$ cat config.mk
export PLATFORM = sky130hd
export DESIGN_NAME = bus_control_unit
export DESIGN_NICKNAME = d
export VERILOG_FILES = /design/src/rtl/cpu_ctrl_pkg.sv /design/src/rtl/mem_wait_timer.sv /design/src/rtl/bus_control_unit.sv
export SDC_FILE = /design/constraint.sdc
export NUM_CORES = 1
export LEC_CHECK = 0
export CAP_MARGIN = 20
export CORE_ASPECT_RATIO = 0.5
export CORE_UTILIZATION = 30
export DETAILED_ROUTE_END_ITERATION = 7
export PLACE_DENSITY = 0.65
export SYNTH_ARGS = -nofsm -noshare
export SYNTH_HDL_FRONTEND = slang
export SYNTH_SLANG_ARGS = --single-unit
$ cat constraint.sdc
create_clock -name clk -period 3.02 [get_ports clk]
set_input_delay 0.906 -clock clk [delete_from_list [all_inputs] [get_ports clk]]
set_output_delay 0.906 -clock clk [all_outputs]
set_load 0.005 [all_outputs]
$ cat src/rtl/cpu_ctrl_pkg.sv
// Shared constants for the processor control sequencer: opcodes, bus source
// codes, load-enable bit positions, ALU ops and the sequencer state set.
package cpu_ctrl_pkg;

  localparam logic [3:0] OP_NOP  = 4'h0;
  localparam logic [3:0] OP_LDAC = 4'h1;
  localparam logic [3:0] OP_STAC = 4'h2;
  localparam logic [3:0] OP_MVAC = 4'h3;
  localparam logic [3:0] OP_MOVR = 4'h4;
  localparam logic [3:0] OP_ADD  = 4'h5;
  localparam logic [3:0] OP_SUB  = 4'h6;
  localparam logic [3:0] OP_INC  = 4'h7;
  localparam logic [3:0] OP_JMP  = 4'h8;
  localparam logic [3:0] OP_JPNZ = 4'h9;
  localparam logic [3:0] OP_HALT = 4'hF;

  localparam logic [3:0] BUS_RA = 4'b0000;
  localparam logic [3:0] BUS_RB = 4'b0001;
  localparam logic [3:0] BUS_RC = 4'b0010;
  localparam logic [3:0] BUS_R1 = 4'b0011;
  localparam logic [3:0] BUS_R2 = 4'b0100;
  localparam logic [3:0] BUS_R3 = 4'b0101;
  localparam logic [3:0] BUS_DR = 4'b0110;
  localparam logic [3:0] BUS_AR = 4'b0111;
  localparam logic [3:0] BUS_AC = 4'b1001;
  localparam logic [3:0] BUS_PC = 4'b1010;

  localparam int LD_AR = 0;
  localparam int LD_DR = 1;
  localparam int LD_IR = 2;
  localparam int LD_R1 = 3;
  localparam int LD_R2 = 4;
  localparam int LD_R3 = 5;
  localparam int LD_RA = 6;
  localparam int LD_RB = 7;
  localparam int LD_RC = 8;
  localparam int LD_AC = 9;
  localparam int LD_PC = 10;

  localparam logic [1:0] ALU_PASS = 2'b00;
  localparam logic [1:0] ALU_ADD  = 2'b01;
  localparam logic [1:0] ALU_SUB  = 2'b10;
  localparam logic [1:0] ALU_INC  = 2'b11;

  typedef enum logic [3:0] {
    FETCH_A, FETCH_M, FETCH_I, DECODE, OPR_A, OPR_M,
    EX1, EX2, EX3, HALT, FAULT
  } state_t;

  // Any of the ten defined bus sources may feed the ALU.
  function automatic logic bus_code_legal(input logic [3:0] code);
    return (code <= BUS_AR) || (code == BUS_AC) || (code == BUS_PC);
  endfunction

  // Load enable for a general-register destination; zero marks an illegal target.
  function automatic logic [10:0] gpr_ld_mask(input logic [3:0] code);
    logic [10:0] m;
    m = '0;
    case (code)
      BUS_RA:  m[LD_RA] = 1'b1;
      BUS_RB:  m[LD_RB] = 1'b1;
      BUS_RC:  m[LD_RC] = 1'b1;
      BUS_R1:  m[LD_R1] = 1'b1;
      BUS_R2:  m[LD_R2] = 1'b1;
      BUS_R3:  m[LD_R3] = 1'b1;
      default: m = '0;
    endcase
    return m;
  endfunction

endpackage

$ cat src/rtl/mem_wait_timer.sv
// Counts cycles a memory request has been outstanding and flags the last
// allowed wait cycle so the sequencer can abandon the request.
module mem_wait_timer
  import cpu_ctrl_pkg::*;
#(
  parameter int WAIT_LIMIT = 255
) (
  input  logic clk,
  input  logic rst,
  input  logic req,
  input  logic ready,
  output logic timeout
);

  localparam logic [7:0] LAST = 8'(WAIT_LIMIT - 1);

  logic [7:0] count;

  always_ff @(posedge clk) begin
    if (rst || !req || ready) begin
      count <= '0;
    end else begin
      count <= count + 8'd1;
    end
  end

  // The cycle holding count LAST is the WAIT_LIMIT-th wait without ready.
  assign timeout = req && !ready && (count == LAST);

endmodule

$ cat src/rtl/bus_control_unit.sv
// Multi-cycle fetch/decode/execute sequencer driving the shared-bus source
// select, register load enables, ALU op, PC increment and memory handshake.
module bus_control_unit
  import cpu_ctrl_pkg::*;
#(
  parameter int WAIT_LIMIT = 255
) (
  input  logic        clk,
  input  logic        rst,
  input  logic [15:0] ir,
  input  logic        z_flag,
  input  logic        mem_ready,
  output logic [3:0]  bus_sel,
  output logic [10:0] ld_en,
  output logic        pc_inc,
  output logic [1:0]  alu_op,
  output logic        mem_rd,
  output logic        mem_wr,
  output logic        halted,
  output logic        fault
);

  state_t     state, state_d;
  logic       timeout;
  logic       mem_req;
  logic [3:0] op, rcode;
  logic       unused_ir;

  assign op        = ir[15:12];
  assign rcode     = ir[11:8];
  assign unused_ir = ^ir[7:0];
  assign mem_req   = mem_rd | mem_wr;

  always_ff @(posedge clk) begin
    if (rst) state <= FETCH_A;
    else     state <= state_d;
  end

  mem_wait_timer #(.WAIT_LIMIT(WAIT_LIMIT)) u_timer (
    .clk     (clk),
    .rst     (rst),
    .req     (mem_req),
    .ready   (mem_ready),
    .timeout (timeout)
  );

  // Outputs are forced idle while rst is high so a reset mid-request never loads.
  always_comb begin
    state_d = state;
    bus_sel = BUS_PC;
    ld_en   = '0;
    pc_inc  = 1'b0;
    alu_op  = ALU_PASS;
    mem_rd  = 1'b0;
    mem_wr  = 1'b0;
    halted  = 1'b0;
    fault   = 1'b0;
    if (!rst) begin
      case (state)
        FETCH_A, OPR_A: begin
          bus_sel      = BUS_PC;
          ld_en[LD_AR] = 1'b1;
          state_d      = (state == FETCH_A) ? FETCH_M : OPR_M;
        end
        FETCH_M, OPR_M: begin
          mem_rd = 1'b1;
          if (mem_ready) begin
            ld_en[LD_DR] = 1'b1;
            pc_inc       = 1'b1;
            state_d      = (state == FETCH_M) ? FETCH_I : EX1;
          end else if (timeout) begin
            state_d = FAULT;
          end
        end
        FETCH_I: begin
          bus_sel      = BUS_DR;
          ld_en[LD_IR] = 1'b1;
          state_d      = DECODE;
        end
        DECODE: begin
          case (op)
            OP_NOP:                             state_d = FETCH_A;
            OP_LDAC, OP_STAC, OP_JMP, OP_JPNZ:  state_d = OPR_A;
            OP_MVAC, OP_ADD, OP_SUB:            state_d = bus_code_legal(rcode) ? EX1 : FAULT;
            OP_MOVR:                            state_d = (gpr_ld_mask(rcode) != '0) ? EX1 : FAULT;
            OP_INC:                             state_d = EX1;
            OP_HALT:                            state_d = HALT;
            default:                            state_d = FAULT;
          endcase
        end
        EX1: begin
          state_d = FETCH_A;
          case (op)
            OP_LDAC, OP_STAC: begin
              bus_sel      = BUS_DR;
              ld_en[LD_AR] = 1'b1;
              state_d      = EX2;
            end
            OP_MVAC, OP_ADD, OP_SUB: begin
              bus_sel      = rcode;
              alu_op       = (op == OP_ADD) ? ALU_ADD : (op == OP_SUB) ? ALU_SUB : ALU_PASS;
              ld_en[LD_AC] = 1'b1;
            end
            OP_INC: begin
              bus_sel      = BUS_AC;
              alu_op       = ALU_INC;
              ld_en[LD_AC] = 1'b1;
            end
            OP_MOVR: begin
              bus_sel = BUS_AC;
              ld_en   = gpr_ld_mask(rcode);
            end
            OP_JMP, OP_JPNZ: begin
              if (op == OP_JMP || !z_flag) begin
                bus_sel      = BUS_DR;
                ld_en[LD_PC] = 1'b1;
              end
            end
            default: state_d = FAULT;
          endcase
        end
        EX2: begin
          if (op == OP_LDAC) begin
            mem_rd = 1'b1;
            if (mem_ready) begin
              ld_en[LD_DR] = 1'b1;
              state_d      = EX3;
            end else if (timeout) begin
              state_d = FAULT;
            end
          end else begin
            bus_sel      = BUS_AC;
            ld_en[LD_DR] = 1'b1;
            state_d      = EX3;
          end
        end
        EX3: begin
          if (op == OP_LDAC) begin
            bus_sel      = BUS_DR;
            ld_en[LD_AC] = 1'b1;
            state_d      = FETCH_A;
          end else begin
            mem_wr = 1'b1;
            if (mem_ready)    state_d = FETCH_A;
            else if (timeout) state_d = FAULT;
          end
        end
        HALT: begin
          halted = 1'b1;
        end
        FAULT: begin
          halted = 1'b1;
          fault  = 1'b1;
        end
        default: state_d = FAULT;
      endcase
    end
  end

endmodule

==> results.yml <==
status:
  status: "complete, but fails checks"
  violations: "negative setup slack"
synth:
  netlist_area_um2: 1350
  synth.distinct_cells: 54
  postSynth.asyncResetShare_pct: 0
  yosys.area.top_type: "dfxtp_1"
  avgSynthCellArea_um2: 6.95
  synthesis.nets: 216
  yosysWarningCount: 0
  synth-seq-cells: 12
  synth_edf_count: 0
  ys.flop_type: "dfxtp_1"
  yosysMostFrequentCell: "nor2_1"
  synth_cells: 194
  ys_seq_area_share_pct: 17.8
  synth_common_cells: "nor2_1 (30), o21ai_0 (13), dfxtp_1 (12)"
  synth_top_area_share_pct: 17.8
  synth_area_leaders: "dfxtp_1 (18%), nor2_1 (8.4%), o21ai_0 (4.8%)"
cells_and_area:
  num-fill-cells: 371
  fin_util_pct: 55.9
  drive_gt1_share_pct: 40.3
  diodes: 0
  area_delta_synth_final_pct: 70.2
  num-nets-final: 297
  final_cells: 327
sta:
  maxSlewHeadroom_pct: 77.2
  tns_ns: -0.532
  maxSlewViolCount: 0
  worst_slack_ns: -0.187
  finalCritPeriodShare_pct: 106
  whs_ns: 0.465
  rsz0062_at_grt: "yes"
  finalHoldViolations: 0
  period_needed_ns: 3.21
  clock_skew_ns: 0.00170
  max_freq_ghz: 0.312
  finalSetupViolCount: 6
  worstMarginPinSlew_ns: 0.339
critical_path:
  worstSetupEndpointType: "output port"
  reg2regPathDepth: 6
  regToRegSetupSlack_ns: 1.09
  cp.required_ns: 2.11
  crit_type: "input pin to output port"
  worstPathMaxFanout: 3
  crit_path_start: "ir[14]"
  reg2reg_to: "state[1]$_SDFFE_PP0P_"
  endpoint: "bus_sel[2]"
  startpoint_type: "input pin"
  rr_startpoint: "state[3]$_SDFFE_PP0P_"
  cp.arrival_ns: 2.30
drt:
  final_antenna_net_count: 0
  viasPerCell: 5.54
  drc_errors: 0
  dr.first_iter.drc_count: 158
  wire_per_inst_um: 15.0
  wl_um: 4910
  drtPass1Iterations: 4
  num_vias: 1811
clocking:
  clk_latency_ns: 0.23
  clockRootBuffer: "clkbuf_8"
  cts_tree: "built"
  cts_hold_buf: 0
  cts.sinks: 12
  cts_buffer_depth: 2
  cts_max_level: 1
  clk_pin_slew_ns: 0.05
  cts_inserted_buffers: 3
floorplan:
  num_rows: 16
  start_util_pct: 32.8
  core-area_um2: 4100
  die_w_um: 96.8
  dieArea_um2: 4780
  die_h_um: 49.4
  ios: 42
worst_hold_path:
  hp-start: "u_timer.count[0]$_SDFF_PP0_"
  min_path_type: "flop to flop"
pwr:
  power_leakage_nw: 0.953
  power_density_nw_per_um2: 271
  power.total_mw: 0.623
  vdd_drop_max_mv: 0.245
placement:
  gp_congestion: 0.873
  io_buffers: 33
  hpwl_um: 3150
  dpl.cell_count: 294
grt:
  grt_use_total_pct: 19.8
  grt_pass1_wl_um: 7800
  grt_start_max_net_pins: 16
  grt_overflow: 0
  grt_antenna_before_repair: 0
  grt_pass1_vias: 1582
run:
  drv_cap: 0
[final cells by class]
| class | instances | area [µm²] | area share [%] |
|---|---|---|---|
| multi-input combinational | 157 | 1120 | 48.7 |
| timing repair buffer | 93 | 798 | 34.8 |
| sequential | 12 | 240 | 10.5 |
| tap | 54 | 67.6 | 2.95 |
| clock buffer | 3 | 41.3 | 1.80 |
| inverter | 8 | 30.0 | 1.31 |
[report_power, final]
group | internal (mW) | leakage, nW | total (mW) | switching (mW)
registers | 0.167 | 0.0974 | 0.178 | 0.0115
logic | 0.148 | 0.834 | 0.304 | 0.157
clock network | 0.0873 | 0.0216 | 0.140 | 0.0522
total | 0.402 | 0.953 | 0.623 | 0.220
[timing repair]
item,4_1_cts,5_1_grt
buffers inserted,18,12
gates cloned,2,0
endpoints found under the setup margin,22,16
gates resized for setup,96,34
pin swaps,18,18
[cell usage in the layout (no fill, tap or decap), types with 6 or more instances in the layout]
| cell | instances |
|---|---|
| buf_2 | 10 |
| buf_4 | 49 |
| buf_6 | 9 |
| clkdlybuf4s50_1 | 6 |
| dfxtp_1 | 12 |
| dlygate4sd2_1 | 8 |
| inv_1 | 7 |
| nand2_1 | 7 |
| nor2_1 | 27 |
| o21ai_0 | 8 |
| o21ai_1 | 6 |
| xnor2_1 | 7 |
[layer usage]
layer | vias to the layer above | share of wire [%] | GRT usage [%]
met1 | 869 | 47 | 28.3
met4 | 0 | 0.98 | 3.48
li1 | 874 | - | -
met2 | 62 | 47 | 32.2
met5 | - | 0 | 0
met3 | 6 | 5.1 | 2.44
[cells by family (layout without fill, tap and decap cells)]
group | after synthesis | count (layout) | synth area share [%]
fa+ha+maj | 3 | 3 | 2.60
flops | 12 | 12 | 17.8
buf+inv | 25 | 104 | 7.89
simple gates | 89 | 89 | 37.7
compound gates | 54 | 54 | 26.6
xor+xnor | 10 | 10 | 6.50
mux | 1 | 1 | 0.836
[registers in the layout, indices dropped and copies added (netlist names)]
signal / flops
state: 4
u_timer.count: 8
[metrics by stage]
stage	cell area, µm²	worst slack [ns]
after floorplan	1350	-0.0604
after global placement	1900	-0.888
after detailed placement	1900	-0.890
after CTS	2150	-0.253
after global routing	2290	-0.249
final	2290	-0.187
[worst min path at each step]
stage | end | slack (ns) | cells past startpoint
final | u_timer.count[0]$_SDFF_PP0_ | 0.47 | 1
after global routing | u_timer.count[0]$_SDFF_PP0_ | 0.49 | 1
after CTS | u_timer.count[0]$_SDFF_PP0_ | 0.47 | 1
after detailed placement | u_timer.count[0]$_SDFF_PP0_ | 0.46 | 1
after global placement | u_timer.count[0]$_SDFF_PP0_ | 0.44 | 1
after floorplan | u_timer.count[0]$_SDFF_PP0_ | 0.43 | 1
[critical path, cell delays in order]
cell and delay, ns:
buf_8 0.10, or4b_4 0.56, nor2_4 0.10, a21oi_2 0.05, or3_1 0.34, a21oi_2 0.12, buf_2 0.12
(Power assumes the default switching activity.)
